===== src/rtl/keypad_scanner.sv =====
// keypad_scanner: ROWSxCOLS matrix-keypad scanner with tick-based debounce, a key-code
// FIFO on a valid/ready port and a 2-flop enter synchroniser. Define KEYPAD_REPEAT_EN for auto-repeat.
module keypad_scanner #(
    parameter int ROWS         = 4,
    parameter int COLS         = 4,
    parameter int SCAN_DIV     = 1,
    parameter int DEBOUNCE     = 3,
    parameter int FIFO_DEPTH   = 4,
    parameter int REPEAT_DELAY = 50,
    parameter int REPEAT_RATE  = 10
) (
    input  logic                         clk,
    input  logic                         rst_n,
    input  logic [ROWS-1:0]              row,
    output logic [COLS-1:0]              col,
    output logic [$clog2(ROWS*COLS)-1:0] key_code,
    output logic                         key_valid,
    input  logic                         key_ready,
    output logic                         key_held,
    output logic                         overflow,
    input  logic                         enter,
    output logic                         enter_sync
);
    localparam int CW = $clog2(ROWS*COLS);
    localparam int DW = (SCAN_DIV > 1) ? $clog2(SCAN_DIV) : 1;
    localparam int NW = $clog2(DEBOUNCE + 1);
    localparam int AW = $clog2(FIFO_DEPTH);

    typedef enum logic [1:0] {S_IDLE, S_DEBOUNCE, S_HELD, S_RELEASE} state_t;

    state_t          state_q, state_d;
    logic [DW-1:0]   div_q, div_d;
    logic [COLS-1:0] col_q, col_d, col_rot_s;
    logic [NW-1:0]   cnt_q, cnt_d;
    logic [ROWS-1:0] cand_row_q, cand_row_d;
    logic [CW-1:0]   cand_code_q, cand_code_d, code_s;
    logic            push_q, push_d, key_held_q, key_held_d;
    logic [CW-1:0]   mem_q [FIFO_DEPTH];
    logic [CW-1:0]   mem_d [FIFO_DEPTH];
    logic [AW-1:0]   wr_ptr_q, wr_ptr_d, rd_ptr_q, rd_ptr_d;
    logic [AW:0]     count_q, count_d;
    logic [CW-1:0]   key_code_q, key_code_d;
    logic            key_valid_q, key_valid_d, overflow_q, overflow_d;
    logic            enter_meta_q, enter_sync_q;
    logic            tick_s, cand_seen_s, pop_s, full_s, do_push_s;
    int              row_idx_s, col_idx_s;
`ifdef KEYPAD_REPEAT_EN
    localparam int RMAX = (REPEAT_DELAY > REPEAT_RATE) ? REPEAT_DELAY : REPEAT_RATE;
    localparam int RW   = $clog2(RMAX + 1);
    logic [RW-1:0] rep_cnt_q, rep_cnt_d;
    logic          rep_first_q, rep_first_d;
    int            rep_limit_s;
`endif

    assign tick_s      = (div_q == DW'(SCAN_DIV - 1));
    assign div_d       = tick_s ? '0 : div_q + DW'(1);
    assign col_rot_s   = {col_q[COLS-2:0], col_q[COLS-1]};
    assign cand_seen_s = |(row & cand_row_q);

    // Linear code of the sampled key: row index * COLS + parked column index
    always_comb begin
        row_idx_s = 0;
        col_idx_s = 0;
        for (int i = 0; i < ROWS; i++) row_idx_s = row[i] ? i : row_idx_s;
        for (int j = 0; j < COLS; j++) col_idx_s = col_q[j] ? j : col_idx_s;
        code_s = CW'(row_idx_s * COLS + col_idx_s);
    end

    // Scan/debounce FSM next state; only ticks advance it
    always_comb begin
        state_d     = state_q;
        col_d       = col_q;
        cnt_d       = cnt_q;
        cand_row_d  = cand_row_q;
        cand_code_d = cand_code_q;
        push_d      = 1'b0;
`ifdef KEYPAD_REPEAT_EN
        rep_cnt_d   = rep_cnt_q;
        rep_first_d = rep_first_q;
        rep_limit_s = rep_first_q ? REPEAT_DELAY : REPEAT_RATE;
`endif
        if (tick_s) begin
            case (state_q)
                S_IDLE: begin
                    if ($onehot(row)) begin
                        cand_row_d  = row;
                        cand_code_d = code_s;
                        if (DEBOUNCE == 1) begin
                            state_d = S_HELD;
                            push_d  = 1'b1;
                            cnt_d   = '0;
                        end else begin
                            state_d = S_DEBOUNCE;
                            cnt_d   = NW'(1);
                        end
                    end else begin
                        col_d = col_rot_s;
                    end
                end
                S_DEBOUNCE: begin
                    if (row == cand_row_q) begin
                        if (cnt_q + NW'(1) == NW'(DEBOUNCE)) begin
                            state_d = S_HELD;
                            push_d  = 1'b1;
                            cnt_d   = '0;
                        end else begin
                            cnt_d = cnt_q + NW'(1);
                        end
                    end else begin
                        state_d = S_IDLE;
                        col_d   = col_rot_s;
                        cnt_d   = '0;
                    end
                end
                S_HELD: begin
                    if (!cand_seen_s) begin
                        if (DEBOUNCE == 1) begin
                            state_d = S_IDLE;
                            col_d   = col_rot_s;
                            cnt_d   = '0;
                        end else begin
                            state_d = S_RELEASE;
                            cnt_d   = NW'(1);
                        end
                    end else begin
                        state_d = S_HELD;
`ifdef KEYPAD_REPEAT_EN
                        if (rep_cnt_q + RW'(1) == RW'(rep_limit_s)) begin
                            push_d      = 1'b1;
                            rep_cnt_d   = '0;
                            rep_first_d = 1'b0;
                        end else begin
                            rep_cnt_d = rep_cnt_q + RW'(1);
                        end
`endif
                    end
                end
                S_RELEASE: begin
                    if (cand_seen_s) begin
                        state_d = S_HELD;
                        cnt_d   = '0;
                    end else if (cnt_q + NW'(1) == NW'(DEBOUNCE)) begin
                        state_d = S_IDLE;
                        col_d   = col_rot_s;
                        cnt_d   = '0;
                    end else begin
                        cnt_d = cnt_q + NW'(1);
                    end
                end
                default: begin
                    state_d = S_IDLE;
                    col_d   = COLS'(1);
                    cnt_d   = '0;
                end
            endcase
        end else begin
            state_d = state_q;
        end
`ifdef KEYPAD_REPEAT_EN
        // Any entry to or exit from HELD restarts the repeat delay
        if (!(state_q == S_HELD && state_d == S_HELD)) begin
            rep_cnt_d   = '0;
            rep_first_d = 1'b1;
        end else begin
            rep_first_d = rep_first_d;
        end
`endif
        key_held_d = (state_d == S_HELD) || (state_d == S_RELEASE);
    end

    // FIFO bookkeeping; the registered head is rebuilt from the next-state pointers
    always_comb begin
        pop_s       = key_valid_q & key_ready;
        full_s      = (count_q == (AW+1)'(FIFO_DEPTH));
        do_push_s   = push_q & (~full_s | pop_s);
        overflow_d  = push_q & full_s & ~pop_s;
        wr_ptr_d    = wr_ptr_q + AW'(do_push_s);
        rd_ptr_d    = rd_ptr_q + AW'(pop_s);
        count_d     = count_q + (AW+1)'(do_push_s) - (AW+1)'(pop_s);
        key_valid_d = (count_d != '0);
        for (int i = 0; i < FIFO_DEPTH; i++) begin
            mem_d[i] = (do_push_s && wr_ptr_q == AW'(i)) ? cand_code_q : mem_q[i];
        end
        if (count_d == '0) begin
            key_code_d = key_code_q;
        end else if (count_q == '0 || (count_q == (AW+1)'(1) && pop_s)) begin
            key_code_d = cand_code_q;
        end else begin
            key_code_d = mem_q[rd_ptr_d];
        end
    end

    // Control, FIFO and output registers with synchronous active-low reset
    always_ff @(posedge clk) begin
        if (!rst_n) begin
            state_q      <= S_IDLE;
            div_q        <= '0;
            col_q        <= COLS'(1);
            cnt_q        <= '0;
            cand_row_q   <= '0;
            cand_code_q  <= '0;
            push_q       <= 1'b0;
            key_held_q   <= 1'b0;
            wr_ptr_q     <= '0;
            rd_ptr_q     <= '0;
            count_q      <= '0;
            key_code_q   <= '0;
            key_valid_q  <= 1'b0;
            overflow_q   <= 1'b0;
            enter_meta_q <= 1'b0;
            enter_sync_q <= 1'b0;
`ifdef KEYPAD_REPEAT_EN
            rep_cnt_q    <= '0;
            rep_first_q  <= 1'b1;
`endif
        end else begin
            state_q      <= state_d;
            div_q        <= div_d;
            col_q        <= col_d;
            cnt_q        <= cnt_d;
            cand_row_q   <= cand_row_d;
            cand_code_q  <= cand_code_d;
            push_q       <= push_d;
            key_held_q   <= key_held_d;
            wr_ptr_q     <= wr_ptr_d;
            rd_ptr_q     <= rd_ptr_d;
            count_q      <= count_d;
            key_code_q   <= key_code_d;
            key_valid_q  <= key_valid_d;
            overflow_q   <= overflow_d;
            enter_meta_q <= enter;
            enter_sync_q <= enter_meta_q;
`ifdef KEYPAD_REPEAT_EN
            rep_cnt_q    <= rep_cnt_d;
            rep_first_q  <= rep_first_d;
`endif
        end
    end

    // Queue storage needs no reset: occupancy is tracked by count_q
    always_ff @(posedge clk) begin
        mem_q <= mem_d;
    end

    assign col        = col_q;
    assign key_code   = key_code_q;
    assign key_valid  = key_valid_q;
    assign key_held   = key_held_q;
    assign overflow   = overflow_q;
    assign enter_sync = enter_sync_q;
endmodule


===== config.mk =====
export PLATFORM = sky130hd
export DESIGN_NAME = keypad_scanner
export DESIGN_NICKNAME = d
export VERILOG_FILES = /design/src/rtl/keypad_scanner.sv
export SDC_FILE = /design/constraint.sdc
export NUM_CORES = 1
export LEC_CHECK = 0
export CORE_UTILIZATION = 50
export DETAILED_ROUTE_END_ITERATION = 10
export PLACE_DENSITY_LB_ADDON = 0.1
export SYNTH_ARGS = -nofsm -noshare
export SYNTH_HDL_FRONTEND = slang
export SYNTH_SLANG_ARGS = --single-unit

===== constraint.sdc =====
create_clock -name clk -period 7.1 [get_ports clk]
set_input_delay 1.42 -clock clk [delete_from_list [all_inputs] [get_ports clk]]
set_output_delay 1.42 -clock clk [all_outputs]
set_load 0.005 [all_outputs]

## Word level (Yosys, flattened, before mapping)

Cells that the tools add are included.

| word-level totals | value |
|---|---|
| register bits after elaboration | 50 |
| input port bits | 8 |
| output and inout bits | 12 |
| word-level logic and storage cells | 112 |

| operators by class | value |
|---|---|
| add/subtract/negate cells | 10 |
| order comparisons | 1 |
| eq/ne operators | 19 |
| muxes and demuxes | 30 |
| bitwise operators | 13 |
| reductions and logical operators | 19 |

Operators with widths:

| cell | count |
|---|---|
| $mux 2 | 15 |
| $mux 4 | 7 |
| $pmux 2 s4 | 2 |
| $eq 2x2->1 const B | 7 |
| $ne 2x2->1 const B | 6 |
| $pmux 4 s3 | 1 |
| $bmux 4 s2 | 1 |
| $reduce_or 4->1 | 2 |
| $eq 3x1->1 const B | 2 |
| $logic_not 3->1 | 2 |
| $not 1->1 | 6 |
| $reduce_and 3->1 | 2 |
| $reduce_and 6->1 | 1 |
| $reduce_bool 3->1 | 2 |
| $logic_and 1x1->1 | 5 |
| $add 1x1->2 | 2 |
| $add 2x1->2 | 2 |
| $add 4x2->4 | 1 |
| $and 1x1->1 | 4 |
| $and 4x4->4 | 1 |
| $eq 2x1->1 const B | 2 |
| $eq 4x4->1 | 1 |
| $logic_not 2->1 | 2 |
| $mux 1 | 4 |
| other kinds (11) | 12 |

## Longest topological paths before layout

| depth | value |
|---|---|
| depth after elaboration | 8 |
| depth in mapped cells | 12 |
| gate-level depth less buffers | 12 |

## Worst setup path before layout

Ideal clock, no wire load.

| path | value |
|---|---|
| kind | input to register |
| start point | input row[0] |
| end point | register cand_code_q[2] |
| setup time | 0.128 ns |
| arrival time | 3.780 ns |
| required time | 6.972 ns |
| path slack | 3.193 ns |
| stages on the path | 10 |
| buffers on the path | 1 |
| cells stage by stage | inv_1 fa_1 inv_1 ha_1 ha_1 or4b_2 nor3_2 buf_2 mux2i_1 nor2_1 |

| between the ends | value |
|---|---|
| longest elaborated chain between the ends | 4 |

RTL lines:

| element | line | RTL |
|---|---|---|
| start, declared | 14 | `input logic [ROWS-1:0] row,` |
| $add 1x1->2 (implied by the code) | 85 | `if ($onehot(row)) begin` |
| $add 2x2->3 (implied by the code) | 85 |  |
| $eq 3x1->1 | 85 |  |
| $reduce_and 3->1 (no source line) | -- |  |
| end signal, assigned | 222 | `cand_code_q <= cand_code_d;` |
| end, declared | 36 | `logic [CW-1:0] cand_code_q, cand_code_d, code_s;` |

No other way between the ends.
A chain may end at the register's enable or synchronous reset.

## Worst setup path in the final report

| path | value |
|---|---|
| start point | input row[0] |
| end point | register cand_row_q[1] |

| between the ends | value |
|---|---|
| longest elaborated chain between the ends | 4 |

RTL lines:

| element | line | RTL |
|---|---|---|
| $add 1x1->2 (implied by the code) | 85 |  |
| $add 2x2->3 (implied by the code) | 85 |  |
| $eq 3x1->1 | 85 |  |
| $reduce_and 3->1 (no source line) | -- |  |
| end signal, assigned | 221 | `cand_row_q <= cand_row_d;` |
| end, declared | 35 | `logic [ROWS-1:0] cand_row_q, cand_row_d;` |

No other way between the ends.

==> impl_metrics.prom <==
# TYPE chip_impl_metric gauge
chip_impl_metric{name="timing.final.max_slew_violations",unit=""} 0
chip_impl_metric{name="global_route.usage.total",unit=""} 0.187
chip_impl_metric{name="viasPerCell",unit=""} 5.36
chip_impl_metric{name="netlist-cell-type-count",unit=""} 38
chip_impl_metric{name="dieWidth",unit="um"} 67.3
chip_impl_metric{name="synthAdderAreaFrac",unit=""} 0.0774
chip_impl_metric{name="yosysWarningCount",unit=""} 0
chip_impl_metric{name="syn_nets",unit=""} 205
chip_impl_metric{name="worst-r2r-setup-slack",unit="ns"} 4.42
chip_impl_metric{name="clk-insertion-delay-late",unit="ns"} 0.30
chip_impl_metric{name="relSlewSlack",unit=""} 0.421
chip_impl_metric{name="fin_total_pwr",unit="W"} 0.000731
chip_impl_info{name="worst_setup_path_start_kind",value="input pin"} 1
chip_impl_metric{name="timing.final.crit_share",unit=""} 0.638
chip_impl_metric{name="postCtsSetupRepairBufs",unit=""} 0
chip_impl_metric{name="power_per_cell_area",unit="nW/um^2"} 295
chip_impl_metric{name="fp-row-count",unit=""} 23
chip_impl_metric{name="synth_compound_gate_area_share",unit=""} 0.0821
chip_impl_metric{name="synth.yosys.seq_area_share",unit=""} 0.544
chip_impl_info{name="cts_root_buffer",value="clkbuf_8"} 1
chip_impl_metric{name="clock_sinks",unit=""} 50
chip_impl_metric{name="async_reset_ff_frac",unit=""} 0
chip_impl_metric{name="insertedDiodeCount",unit=""} 0
chip_impl_info{name="crit_path_end_kind",value="flop"} 1
chip_impl_metric{name="via_count_of_the_first_global_routing_pass",unit=""} 1304
chip_impl_metric{name="grt_pass1_wl",unit="mm"} 6.02
chip_impl_metric{name="wl_cell",unit="um"} 14.4
chip_impl_metric{name="synthMuxAreaShare",unit=""} 0.103
chip_impl_metric{name="core_area",unit="um^2"} 4060
chip_impl_metric{name="route.final.wire_length",unit="mm"} 3.70
chip_impl_info{name="rsz_0062_raised_after_global_routing",value="no"} 1
chip_impl_metric{name="critical_path_fanouts_max",unit=""} 11
chip_impl_info{name="hold_path_end",value="overflow"} 1
chip_impl_metric{name="clock_tree.buffer_depth",unit=""} 2
chip_impl_info{name="regToRegEndpoint",value="key_code[3]"} 1
chip_impl_metric{name="drtIter0Drc",unit=""} 59
chip_impl_metric{name="gpl.final_weighted_congestion",unit=""} 0.781
chip_impl_metric{name="dp_worst_setup_slack",unit="ns"} 2.25
chip_impl_metric{name="yosys.area_share.xor_xnor",unit=""} 0.0188
chip_impl_metric{name="timing.critical_path.arrival",unit="ns"} 4.71
chip_impl_metric{name="nets",unit=""} 226
chip_impl_metric{name="synth.avg_cell_area",unit="um^2"} 11.5
chip_impl_info{name="min-delay-start",value="push_q"} 1
chip_impl_metric{name="drt_pass1_iterations",unit=""} 4
chip_impl_info{name="cts_tree",value="built"} 1
chip_impl_metric{name="post-route-worst-setup-slack",unit="ns"} 2.57
chip_impl_metric{name="simple_gate_share_of_the_synthesized_area",unit=""} 0.138
chip_impl_metric{name="clock-skew-final",unit="ns"} 0.00681
chip_impl_metric{name="final_antenna_net_count",unit=""} 0
chip_impl_metric{name="ys_ff_latch",unit=""} 50
chip_impl_metric{name="hold_viol",unit=""} 0
chip_impl_metric{name="period_minus_ws_final",unit="ns"} 4.53
chip_impl_metric{name="floorplan.initialDensity",unit=""} 0.526
chip_impl_metric{name="post_cts_resized",unit=""} 0
chip_impl_info{name="ys_dominant_reg_cell",value="dfxtp_1"} 1
chip_impl_info{name="setup.worst_path.class",value="input pin to flop"} 1
chip_impl_metric{name="route.vias.total",unit=""} 1377
chip_impl_metric{name="grt_antenna_before_repair",unit=""} 0
chip_impl_metric{name="critPathRequiredTime",unit="ns"} 7.28
chip_impl_metric{name="setup_violations",unit=""} 0
chip_impl_metric{name="worst_slew_pin_slew",unit="ns"} 0.864
chip_impl_metric{name="dieHeight",unit="um"} 67.3
chip_impl_metric{name="hpwlAfterDp",unit="mm"} 2.71
chip_impl_metric{name="r2r_cell_count",unit=""} 12
chip_impl_metric{name="die-area",unit="um^2"} 4530
chip_impl_info{name="min_path_type",value="flop to flop"} 1
chip_impl_metric{name="post_synth_instance_area",unit="um^2"} 2130
chip_impl_info{name="status",value="finished clean"} 1
chip_impl_metric{name="max_freq",unit="GHz"} 0.221
chip_impl_metric{name="hold_buffers",unit=""} 0
chip_impl_metric{name="max-vdd-ir-drop",unit="mV"} 0.123
chip_impl_metric{name="io_buffer_count",unit=""} 19
chip_impl_metric{name="max-cap-violations",unit=""} 0
chip_impl_metric{name="layout-drive-gt1-share",unit=""} 0.0821
chip_impl_metric{name="ctsHtreeMaxLevel",unit=""} 2
chip_impl_metric{name="remaining_drc_errors",unit=""} 0
chip_impl_metric{name="worst_hold_stages",unit=""} 2
chip_impl_info{name="crit-reg2reg-launch",value="count_q[1]"} 1
chip_impl_metric{name="power_leakage",unit="nW"} 0.994
chip_impl_metric{name="area_delta_synth_final",unit="%"} 16.2
chip_impl_metric{name="cts.clk_slew.worst_paths",unit="ns"} 0.09
chip_impl_metric{name="io-pin-count",unit=""} 20
chip_impl_metric{name="numCtsBuffers",unit=""} 5
chip_impl_metric{name="grt_overflow_total",unit=""} 0
chip_impl_metric{name="hold_slack",unit="ns"} 0.431
chip_impl_metric{name="number_of_flops_mapped_to_enable_cells_by_yosys",unit=""} 16
chip_impl_metric{name="grt_max_degree",unit=""} 19
chip_impl_metric{name="finalSetupTns",unit="ns"} 0
chip_impl_info{name="dominant_combinational_cell_family_by_area_after_synthesis",value="simple AND/OR/NAND/NOR gates"} 1
chip_impl_metric{name="syn_inst",unit=""} 185
through the flow:
stage	cells	instance area [um^2]	utilization
after floorplan	185	2130	-
after global placement	249	2370	0.583
after detailed placement	249	2370	0.583
after CTS	257	2480	0.611
after global routing	257	2480	0.611
final	257	2480	0.611
layout by cell type, fill, tap and decap left out, drive strengths merged, types with 3 or more instances in the layout:
cell type,count
mux2i,13
a211oi,5
nor2,20
inv,13
o21ai,7
and2,7
ha,10
clkbuf,5
mux4,4
or4,3
nand2,8
clkdlybuf4s50,19
a21oi,11
edfxtp,16
dfxtp,34
worst max-delay path, cell delays in order:
cell             delay (ns)
clkdlybuf4s50_1        0.51
inv_1                  0.07
fa_1                   0.53
inv_1                  0.04
ha_1                   0.17
ha_1                   0.28
or4b_2                 0.71
nor3_2                 0.65
mux2i_1                0.27
nor2_1                 0.05
registers in the layout, indices dropped and copies added (netlist names):
name          count
enter_meta_q      1
key_code          4
cnt_q             2
push_q            1
wr_ptr_q          2
enter_sync        1
col               4
div_q             1
key_valid         1
rd_ptr_q          2
count_q           3
cand_code_q       4
key_held          1
state_q           2
mem_q            16
cand_row_q        4
overflow          1
cell families (layout without fill, tap and decap cells):
kind of cell / count (synthesis) / in the layout
adders and majority gates: 12 / 12
DFF: 50 / 50
xor gates and xnor gates: 3 / 3
and+or+nand+nor: 54 / 54
other: 1 / 1
muxes: 17 / 17
AOI/OAI and AO/OA: 29 / 29
buffers and inverters: 19 / 41
cells in the mapped netlist, types with 2 or more instances:
cell type / number / area, um^2
a211oi_1: 5 / 37.5
a21oi_1: 11 / 55.1
and2_1: 7 / 43.8
and3_1: 2 / 12.5
buf_2: 2 / 10.0
clkbuf_1: 3 / 11.3
dfxtp_1: 34 / 681
edfxtp_1: 16 / 480
fa_1: 2 / 40.0
ha_1: 10 / 125
inv_1: 13 / 48.8
mux2i_1: 13 / 130
mux4_2: 4 / 90.1
nand2_1: 8 / 30.0
nand2b_1: 2 / 12.5
nor2_1: 20 / 75.1
nor3b_1: 2 / 15.0
o211a_1: 2 / 20.0
o21ai_0: 7 / 35.0
o22ai_1: 2 / 12.5
o31ai_1: 2 / 15.0
or4_1: 2 / 15.0
worst max path at each step:
stage	start	end	slack, ns	cells past startpoint
5_1_grt	row[0]	cand_code_q[3]	2.36	10
3_5_place_dp	row[0]	cand_row_q[0]	2.25	10
6_report	row[0]	cand_row_q[1]	2.57	10
3_3_place_gp	row[3]	cand_row_q[3]	2.32	10
2_1_floorplan	row[0]	cand_code_q[2]	3.19	10
4_1_cts	row[0]	cand_row_q[1]	2.56	10
power by group:
group          total [W]  switching, W  internal [W]
logic           0.000189     0.0000915     0.0000976
clock network   0.000198     0.0000936      0.000105
registers       0.000343     0.0000204      0.000323
total           0.000731      0.000206      0.000525
layout make-up:
class                   instances  area (um^2)
clock buffers                   5         68.8
well taps                      50         62.6
clock inverters                 3         45.0
inverters                      14         52.6
flip-flops and latches         50         1160
repair buffers                 19          190
fillers                       320         1580
multi-input cells             116          900
per-layer routing:
layer,vias to the layer above,global-route usage,wire length (um)
li1,698,-,-
met1,642,0.221,1670
met2,30,0.318,1830
met3,7,0.0557,134
met4,0,0.0718,65
met5,-,0,0
Power figures use the tool's default switching activity.
